[config.mk]
export PLATFORM = sky130hd
export DESIGN_NAME = mshr_timer_release_seq
export DESIGN_NICKNAME = d
export VERILOG_FILES = /design/src/rtl/mshr_timer_release_seq.sv
export SDC_FILE = /design/constraint.sdc
export NUM_CORES = 1
export LEC_CHECK = 0
export CAP_MARGIN = 20
export CORE_UTILIZATION = 60
export CTS_CLUSTER_SIZE = 8
export DETAILED_ROUTE_END_ITERATION = 12
export GPL_TIMING_DRIVEN = 0
export PLACE_DENSITY = 0.81
export SYNTH_ARGS = -nofsm -noshare
export SYNTH_HDL_FRONTEND = slang
export SYNTH_SLANG_ARGS = --single-unit
[constraint.sdc]
create_clock -name clock -period 3.2 [get_ports clock]
set_clock_uncertainty 0.1 [all_clocks]
set_input_delay 0.64 -clock clock [delete_from_list [all_inputs] [get_ports clock]]
set_output_delay 0.64 -clock clock [all_outputs]
set_load 0.02 [all_outputs]
[src/rtl/mshr_timer_release_seq.sv]
// Holds L2 MSHR w_timer lanes at zero until DDR calibration completes,
// then releases them one at a time after a hold window and stagger.
module mshr_timer_release_seq #(
    parameter int N_MSHR         = 5,
    parameter int HOLD_CYCLES    = 10000,
    parameter int STAGGER_CYCLES = 4,
    parameter int TIMEOUT_CYCLES = 1000000
) (
    input  logic              clock,
    input  logic              reset,
    input  logic              init_calib_complete,
    output logic [N_MSHR-1:0] timer_hold,
    output logic              sys_ready,
    output logic              calib_timeout,
    output logic [2:0]        state_o
);

    localparam int IW = $clog2(N_MSHR) + 1;

    typedef enum logic [2:0] {
        WAIT_CALIB = 3'd0,
        HOLD       = 3'd1,
        RELEASE    = 3'd2,
        READY      = 3'd3,
        FAIL       = 3'd4
    } state_t;

    state_t            state, state_n;
    logic              sync_q, calib_s;
    logic [31:0]       cnt, cnt_n, cnt_inc;
    logic [IW-1:0]     idx, idx_n;
    logic [N_MSHR-1:0] timer_hold_n;
    logic              sys_ready_n, calib_timeout_n;

    assign state_o = state;
    // Saturate so a disabled timeout cannot let the counter wrap.
    assign cnt_inc = (cnt == '1) ? cnt : cnt + 32'd1;

    always_comb begin
        state_n         = state;
        cnt_n           = cnt;
        idx_n           = idx;
        timer_hold_n    = timer_hold;
        sys_ready_n     = sys_ready;
        calib_timeout_n = calib_timeout;
        case (state)
            WAIT_CALIB: begin
                cnt_n        = cnt_inc;
                timer_hold_n = '1;
                sys_ready_n  = 1'b0;
                if (calib_s) begin
                    state_n = HOLD;
                    cnt_n   = '0;
                end else if (TIMEOUT_CYCLES != 0 &&
                             cnt == 32'(TIMEOUT_CYCLES - 1)) begin
                    state_n         = FAIL;
                    calib_timeout_n = 1'b1;
                    cnt_n           = '0;
                end
            end
            HOLD, RELEASE, READY: begin
                // A calibration drop wins over any release due this edge.
                if (!calib_s) begin
                    state_n      = WAIT_CALIB;
                    timer_hold_n = '1;
                    sys_ready_n  = 1'b0;
                    cnt_n        = '0;
                    idx_n        = '0;
                end else if (state == HOLD) begin
                    cnt_n = cnt_inc;
                    if (cnt == 32'(HOLD_CYCLES - 1)) begin
                        timer_hold_n[0] = 1'b0;
                        idx_n           = IW'(1);
                        cnt_n           = '0;
                        if (N_MSHR == 1) begin
                            state_n     = READY;
                            sys_ready_n = 1'b1;
                        end else begin
                            state_n = RELEASE;
                        end
                    end
                end else if (state == RELEASE) begin
                    cnt_n = cnt_inc;
                    if (cnt == 32'(STAGGER_CYCLES - 1)) begin
                        for (int i = 0; i < N_MSHR; i++)
                            if (idx == IW'(i))
                                timer_hold_n[i] = 1'b0;
                        idx_n = idx + IW'(1);
                        cnt_n = '0;
                        if (idx == IW'(N_MSHR - 1)) begin
                            state_n     = READY;
                            sys_ready_n = 1'b1;
                        end
                    end
                end else begin
                    cnt_n = '0;
                end
            end
            FAIL: begin
                timer_hold_n    = '1;
                sys_ready_n     = 1'b0;
                calib_timeout_n = 1'b1;
                cnt_n           = '0;
            end
            default: begin
                state_n         = WAIT_CALIB;
                timer_hold_n    = '1;
                sys_ready_n     = 1'b0;
                calib_timeout_n = 1'b0;
                cnt_n           = '0;
                idx_n           = '0;
            end
        endcase
    end

    always_ff @(posedge clock or posedge reset) begin
        if (reset) begin
            sync_q        <= 1'b0;
            calib_s       <= 1'b0;
            state         <= WAIT_CALIB;
            cnt           <= '0;
            idx           <= '0;
            timer_hold    <= '1;
            sys_ready     <= 1'b0;
            calib_timeout <= 1'b0;
        end else begin
            sync_q        <= init_calib_complete;
            calib_s       <= sync_q;
            state         <= state_n;
            cnt           <= cnt_n;
            idx           <= idx_n;
            timer_hold    <= timer_hold_n;
            sys_ready     <= sys_ready_n;
            calib_timeout <= calib_timeout_n;
        end
    end

endmodule
==> metrics, run 1 <==
dpl cell area=2960 sq um; CTS Root Cell=clkbuf_8; R2R setup slack=0.22 ns; cells after synthesis=300; Crit Path Class=flop to flop; most common cell after layout, fill and taps aside=dfrtp_1; cell area power density=395 nW/um^2; DRC viols=0; syn nets=308; maximum vdd drop=0.000249 V; First-pass DRT Iterations=5; TritonCTS clock tree=done; die height=69.8 um; final-report hold violation count=0; commonest cells after routing, fill and taps aside=dfrtp_1 (43), a21oi_1 (27), nand2_1 (19); Final Slew Violations=0; vias per cell=6.90; antenna violations before repair=0; Max Cap Violations=0; GRT overflow=0; CORE AREA=4380 sq um; slew margin rel.=0.367; met1 usage=0.395; Horiz. Die Dim=69.8 um; Port Buf Inserts=12; Worst R2R Path Depth=8; die area=4870 sq um; Final Instance Area=3100 sq um; fill count=366; CTS H-tree depth=2; fin nets=330; Yosys top cell area share=0.391; Async SR Flop Fraction=1.00; gr usage total=0.293; syn avg cell area=9.18 sq um; first-pass GRT wire length=11.3 mm; worst slew pin tran=0.941 ns; Mapped Area=2760 sq um; post-synthesis sequential area ratio=0.438; placer's final routability congestion estimate=0.898; RR Endpoint=cnt[16]; CP startpoint kind=flop; Area contributors post-synth=dfrtp_1 (39%), a21oi_1 (4.9%), dfstp_2 (4.8%), or4_1 (4.1%), o31ai_1 (3.3%); row count=24; io pins=13; clock tree buffer depth=2; leakage=1.17 nW; EDFF count, synth=0; via count=2587; CP Max Fanout=10; Hold Path End=calib_s; Netlist cell types=52; gr busiest metal=met2; drt total wl=6.73 mm; synth warn=0; HP Class=flop to flop; pin count of the biggest net entering global routing=29; final setup fails=0; worst hold path cell count=0; clk sinks=48; Multi-input gate area=1450 sq um; DP HPWL=4.75 mm; GRT met3 Usage=0.0770; CP arrival=3.07 ns; Clk pin slew, worst setup/hold paths=0.09 ns; TritonCTS Buffers=5; Starting Density=0.628; ys flop type=dfrtp_1; worst path required time=3.29 ns; Synth area leader=dfrtp_1; vias in the first global route=2383; DRT iter0 DRCs=225; clock latency on the worst-skew pair=0.31 ns; Synth Register Bits=48; Sequential cell area=1210 sq um; RR Startpoint=cnt[0]; Final period util=0.930; WL/cell=17.9 um; RSZ-0062 raised after global routing=false; critical path capture point type=flop; post-route ant nets=0; P&R area growth vs syn=12.4%; fmax=336 MHz; met2 usage=0.449; layout cells sized above 1=0.0960; status=finished clean; worst setup margin=0.223 ns; minimum clock period=2.98 ns; pre-CTS setup slack=-0.237 ns; TNS Setup=0 ns; Worst Hold Launch=sync_q; Inserted Diodes=0
timing repair:
item                       4_1_cts  5_1_grt
hold buffers                     0        0
pin swaps                        0        1
gates resized for setup          1        1
setup endpoints to repair       30       30
buffers inserted                 0        2
registers in the layout (all words and copies together), names as in the netlist:
register / count
calib_s: 1
sync_q: 1
calib_timeout: 1
cnt: 32
sys_ready: 1
state_o: 3
idx: 4
timer_hold: 5
kinds of logic (layout without fill, tap and decap cells):
logic type	after synthesis	in the layout	share of synthesized area
buffers and inverters	28	51	0.0404
adder cells (fa/ha/maj)	5	5	0.0227
AO/OA/AOI/OAI	83	83	0.196
AND/OR/NAND/NOR	130	130	0.284
XOR/XNOR	6	6	0.0191
flip-flops	48	48	0.438
cell usage after synthesis, types with 2 or more instances:
cell,instances
a21o_1,7
nand2_1,19
and2_1,3
inv_1,12
xor2_1,3
nor2b_1,2
dfstp_2,5
buf_2,5
o31ai_1,12
and4b_1,2
nor2_1,14
and4_1,5
o2111ai_1,2
ha_1,5
or2_2,2
nor3_1,4
and3_1,3
a211oi_1,4
xnor2_1,3
a311oi_1,2
nand3_1,14
nand4_1,13
dfrtp_1,43
a31oi_1,5
nor4_2,2
nor4_1,11
or4_1,15
clkbuf_1,11
or3_1,13
o21ai_0,11
a21oi_1,27
critical path: stages, from the launching register on:
cell and delay, ns:
dfrtp_1 0.44, ha_1 0.28, or4b_2 0.63, nor3b_1 0.49
a311oi_1 0.20, a211oi_2 0.19, buf_4 0.18, buf_2 0.26
nor2_1 0.09
worst max-delay path by stage:
| stage | end | slack, ns | cells past startpoint | start |
|---|---|---|---|---|
| floorplan | cnt[0] | 0.60 | 7 | cnt[0] |
| global placement | cnt[6] | -0.13 | 7 | cnt[0] |
| detailed placement | cnt[16] | -0.24 | 7 | cnt[0] |
| CTS | cnt[16] | 0.02 | 7 | cnt[0] |
| global route | cnt[13] | 0.1 | 8 | cnt[0] |
| finish | cnt[16] | 0.22 | 8 | cnt[0] |
per-stage QoR:
step | utilization | cells | hold slack, ns | power [mW]
after global routing | 0.706 | 375 | 0.291 | 1.27
after detailed placement | 0.675 | 365 | 0.273 | 0.787
after floorplan | - | 300 | 0.231 | 0.740
after global placement | 0.671 | 364 | 0.232 | 0.780
final | 0.706 | 375 | 0.303 | 1.22
after CTS | 0.701 | 373 | 0.292 | 1.22
routing by layer:
metal  vias up  share of wire
met2       106           0.48
met3        20          0.065
met4         0          0.022
met5         -              0
li1       1211              -
met1      1250           0.44
cell type report:
class | count | share of cell area
Multi-Input combinational cell | 224 | 0.468
Timing Repair Buffer | 15 | 0.0501
Sequential cell | 48 | 0.390
Inverter | 12 | 0.0145
Clock buffer | 6 | 0.0234
Clock inverter | 2 | 0.0113
Buffer | 16 | 0.0214
Tap cell | 52 | 0.0210
power breakdown:
group | total (mW) | internal, mW | switching (mW)
registers | 0.644 | 0.623 | 0.0213
logic | 0.138 | 0.0528 | 0.0855
clock network | 0.439 | 0.232 | 0.207
total | 1.22 | 0.908 | 0.314
Power figures use the tool's default switching activity.
==> inputs of run 2 (changes only) <==
--- a/config.mk
+++ b/config.mk
@@ -6,11 +6,13 @@
 export NUM_CORES = 1
 export LEC_CHECK = 0
 export CAP_MARGIN = 20
-export CORE_UTILIZATION = 60
+export CELL_PAD_IN_SITES_DETAIL_PLACEMENT = 1
+export CELL_PAD_IN_SITES_GLOBAL_PLACEMENT = 1
+export CORE_UTILIZATION = 47
 export CTS_CLUSTER_SIZE = 8
 export DETAILED_ROUTE_END_ITERATION = 12
 export GPL_TIMING_DRIVEN = 0
-export PLACE_DENSITY = 0.81
+export PLACE_DENSITY = 0.82
 export SYNTH_ARGS = -nofsm -noshare
 export SYNTH_HDL_FRONTEND = slang
 export SYNTH_SLANG_ARGS = --single-unit
==> run 2 against run 1 <==
Compared with the run above:
- sequential share of layout area shrank 0.50 points
- largest cell class unchanged
- hold slack got worse by 0.041 ns
- final area rose by 1.3%
- first-iteration DRC count down 31%
- wire length rose by 17%
==> metrics, run 2 (synthesized netlist as in run 1, its figures left out) <==
vias per cell=6.59; maximum vdd drop=0.000214 V; Inserted Diodes=0; TNS Setup=0 ns; GRT overflow=0; HP Class=flop to flop; fill count=646; DRC viols=0; io pins=13; clk sinks=48; antenna violations before repair=0; DP HPWL=5.72 mm; CTS Root Cell=clkbuf_8; vias in the first global route=2640; CP startpoint kind=flop; Final Slew Violations=0; die area=6170 sq um; final setup fails=0; Multi-input gate area=1460 sq um; Sequential cell area=1210 sq um; slew margin rel.=0.401; critical path capture point type=flop; cell area power density=417 nW/um^2; top flop regs=cnt x32, timer_hold x5, idx x4; layout cells sized above 1=0.0935; worst slew pin tran=0.890 ns; clock latency on the worst-skew pair=0.31 ns; CORE AREA=5570 sq um; pin count of the biggest net entering global routing=33; CTS H-tree depth=2; Final period util=0.933; most common cell after layout, fill and taps aside=dfrtp_1; CP Max Fanout=10; max reg flops=32; Horiz. Die Dim=78.6 um; worst path required time=3.33 ns; clock tree buffer depth=2; DRT iter0 DRCs=156; Placed Cells=385; Crit Path Class=flop to flop; Clk pin slew, worst setup/hold paths=0.09 ns; Max Cap Violations=0; first-pass GRT wire length=13.3 mm; P&R area growth vs syn=13.9%; die height=78.6 um; CP arrival=3.12 ns; via count=2589; WL/cell=20.0 um; status=finished clean; Core Util, Final=0.563; Starting Density=0.494; post-route ant nets=0; minimum clock period=2.99 ns; Finished Layout Cells=393; final-report hold violation count=0; fin nets=328; leakage=1.17 nW; largest reg by FF count=cnt; Port Buf Inserts=12; RSZ-0062 raised after global routing=false; gr usage total=0.280; placer's final routability congestion estimate=0.827; fmax=335 MHz; row count=27; drt total wl=7.87 mm; First-pass DRT Iterations=4; TritonCTS clock tree=done; TritonCTS Buffers=5; commonest cells after routing, fill and taps aside=dfrtp_1 (43), a21oi_1 (27), nand2_1 (19)
==> run 2: path summary, 6_finish.rpt <==
path / start / end / slack (ns) / cells past startpoint
setup / recovery: cnt[24] / cnt[15] / 0.21 / 8
hold / removal: sync_q / calib_s / 0.26 / 0
setup reg to reg: cnt[24] / cnt[15] / 0.21 / 8
hold reg to reg: sync_q / calib_s / 0.26 / 0
max in group asynchronous: reset / timer_hold[0] / 1.88 / 3
min in group asynchronous: reset / cnt[26] / 0.54 / 2
==> run 2: layer usage <==
layer,vias up,track usage,share of wire
met2,54,0.473,0.50
met4,0,0.0981,0.020
met3,16,0.0407,0.030
met5,-,0,0
li1,1200,-,-
met1,1319,0.362,0.45
==> run 2: timing repair <==
action | in CTS | in global routing
setup buffers | 0 | 0
hold buffers | 0 | 0
setup endpoints to repair | 30 | 30
gates resized for setup | 1 | 2
==> run 2: cell type report <==
| type | count | area share |
|---|---|---|
| plain buffers | 16 | 0.0211 |
| clock inverters | 2 | 0.0191 |
| multi-input cells | 224 | 0.464 |
| clock buffers | 6 | 0.0231 |
| flip-flops and latches | 48 | 0.385 |
| well taps | 72 | 0.0287 |
| inverters | 12 | 0.0144 |
| repair buffers | 13 | 0.0447 |
==> run 2: critical path, stage by stage (launching register included) <==
cell,delay [ns]
dfrtp_1,0.33
clkbuf_1,0.30
nand4_1,0.22
or2_2,0.35
clkbuf_1,0.19
nor4_4,0.56
clkbuf_1,0.50
o31ai_1,0.18
a21oi_1,0.17
==> run 2: report_power, final <==
group          internal (mW)  switching, mW
registers              0.623         0.0212
clock network          0.313          0.213
logic                 0.0496         0.0878
total                  0.985          0.322
==> run 2: metrics by stage <==
step                      hold slack, ns  setup WS (ns)  area (sq um)  power, mW
after global placement             0.233         0.0318          2970      0.785
after CTS                          0.259        0.00455          3120       1.31
after detailed placement           0.237        -0.0605          2990      0.793
final                              0.262          0.213          3140       1.31
after floorplan                    0.231          0.603          2760      0.740
after global routing               0.278         0.0232          3140       1.35
==> inputs of run 3 (changes only) <==
--- a/config.mk
+++ b/config.mk
@@ -13,6 +13,7 @@
 export DETAILED_ROUTE_END_ITERATION = 12
 export GPL_TIMING_DRIVEN = 0
 export PLACE_DENSITY = 0.82
+export SETUP_SLACK_MARGIN = 0.3
 export SYNTH_ARGS = -nofsm -noshare
 export SYNTH_HDL_FRONTEND = slang
 export SYNTH_SLANG_ARGS = --single-unit
==> constraint.sdc (replaced) <==
create_clock -name clock -period 3.2 [get_ports clock]
set_clock_uncertainty 0.1 [all_clocks]
set_input_delay 0.64 -clock clock [delete_from_list [all_inputs] [get_ports clock]]
set_output_delay 0.64 -clock clock [all_outputs]
set_load 0.05 [all_outputs]
==> run 3 against run 2 <==
Compared with the run above:
- die area unchanged
- non-clock buffer count increased by 5
- combinational power increased by 13%
- power is 1.5% higher
- via count is essentially flat
- first-iteration DRC count grew 13%
- critical endpoint unchanged
==> metrics, run 3 (synthesized netlist as in run 1, its figures left out) <==
most common cell after layout, fill and taps aside=dfrtp_1; gr usage total=0.281; final-report hold violation count=0; clock share of power=0.398; Crit Path Class=flop to flop; Port Buf Inserts=12; CTS H-tree depth=2; switching pwr=335 uW; Hold-fix buffers, CTS=0; cell area power density=414 nW/um^2; Clk pin slew, worst setup/hold paths=0.09 ns; fill count=645; TNS Setup=0 ns; CORE AREA=5570 sq um; RSZ-0062 raised after global routing=false; pin count of the biggest net entering global routing=33; final setup fails=0; top flop regs=cnt x32, timer_hold x5, idx x4; HP Class=flop to flop; leakage=1.21 nW; antenna violations before repair=0; DRC viols=0; status=finished clean; P&R area growth vs syn=16.3%; CP max stage cell=or4b_2; fin nets=333; row count=27; Finished Layout Cells=398; CP Max Fanout=10; sw frac=0.252; Final period util=0.880; first-pass GRT wire length=13.4 mm; cell repeated most along the worst path=buf_4; layout cells sized above 1=0.120; die area=6170 sq um; Starting Density=0.494; DRT iter0 DRCs=177; DP HPWL=5.72 mm; Max Cap Violations=0; clock latency on the worst-skew pair=0.31 ns; die height=78.6 um; combinational power share=0.117; maximum vdd drop=0.000215 V; via count=2587; io pins=13; fmax=355 MHz; CP arrival=2.90 ns; CP peak stage delay=0.63 ns; Placed Cells=385; clk sinks=48; CP startpoint kind=flop; WL/cell=20.1 um; vias per cell=6.50; minimum clock period=2.82 ns; slew margin rel.=0.361; crit path cell chain=ha_2, or4b_2, nor3b_4, a311oi_1, a211oi_2, buf_4, buf_4, a21oi_1; commonest cells after routing, fill and taps aside=dfrtp_1 (43), a21oi_1 (27), nand2_1 (19); Power Internal=992 uW; post-route ant nets=0; clock tree buffer depth=2; largest reg by FF count=cnt; placer's final routability congestion estimate=0.827; Inserted Diodes=0; Final Slew Violations=0; Reg power frac=0.485; vias in the first global route=2646; CTS Root Cell=clkbuf_8; worst slew pin tran=0.949 ns; worst path required time=3.29 ns; critical path capture point type=flop; TritonCTS clock tree=done; drt total wl=8.02 mm; max reg flops=32; First-pass DRT Iterations=5; GRT overflow=0; TritonCTS Buffers=5; Horiz. Die Dim=78.6 um
## run 3: cell count changes in the layout (fill, tap and decap cells not counted), moves of 2 or more
cell,previous run,this run
buf_2,5,3
buf_4,0,7
clkbuf_1,12,10
clkbuf_2,0,2
## run 3: final cells by class
| class | count | area, sq um | area share |
|---|---|---|---|
| multi-input cells | 224 | 1480 | 0.461 |
| clock inverters | 2 | 60.1 | 0.0187 |
| flip-flops and latches | 48 | 1210 | 0.377 |
| repair buffers | 18 | 178 | 0.0554 |
| clock buffers | 6 | 72.6 | 0.0226 |
| inverters | 12 | 45.0 | 0.0141 |
| well taps | 72 | 90.1 | 0.0281 |
| plain buffers | 16 | 73.8 | 0.0230 |
## run 3: power by group through the flow
stage	Combinational [mW]	Sequential, mW	Clock [mW]
after CTS	0.151	0.644	0.531
after global placement	0.139	0.655	0
final	0.155	0.644	0.528
after detailed placement	0.147	0.655	0
after global routing	0.169	0.646	0.558
after floorplan	0.0853	0.664	0
## run 3: worst max-delay path: cells and delay by family, from the launching register on
kind	cells	cell delay (ns)
DFF	1	0.45
AOI/OAI and AO/OA	3	0.55
adders and majority gates	1	0.27
buffers and inverters	2	0.38
and+or+nand+nor	2	0.94
## run 3: final timing paths
kind | startpoint | endpoint | slack, ns | depth (start not counted)
max in group asynchronous | reset | timer_hold[0] | 1.88 | 3
worst min-delay path | sync_q | calib_s | 0.26 | 0
worst max register to register | cnt[0] | cnt[15] | 0.38 | 8
worst min register to register | sync_q | calib_s | 0.26 | 0
worst max-delay path | cnt[0] | cnt[15] | 0.38 | 8
min in group asynchronous | reset | cnt[26] | 0.54 | 2
## run 3: layer usage
metal,global-route usage,up-vias,wire length (um)
li1,-,1206,-
met1,0.364,1317,3660
met2,0.480,50,4020
met3,0.0395,14,240
met4,0.0889,0,107
met5,0,-,0
## run 3: through the flow
stage	util	hold WS [ns]	power (mW)	worst slack, ns	cell area, sq um
floorplan	-	0.231	0.749	0.603	2760
global placement	0.532	0.233	0.794	0.0318	2970
detailed placement	0.536	0.237	0.802	-0.0605	2990
CTS	0.564	0.259	1.33	0.320	3140
global route	0.575	0.279	1.37	0.258	3210
finish	0.575	0.262	1.33	0.383	3210
## run 3: what timing repair did
action,in CTS,in global routing
pin swaps,1,2
gates resized for setup,7,4
endpoints found under the hold margin,0,0
endpoints found under the setup margin,33,32
setup buffers,0,5
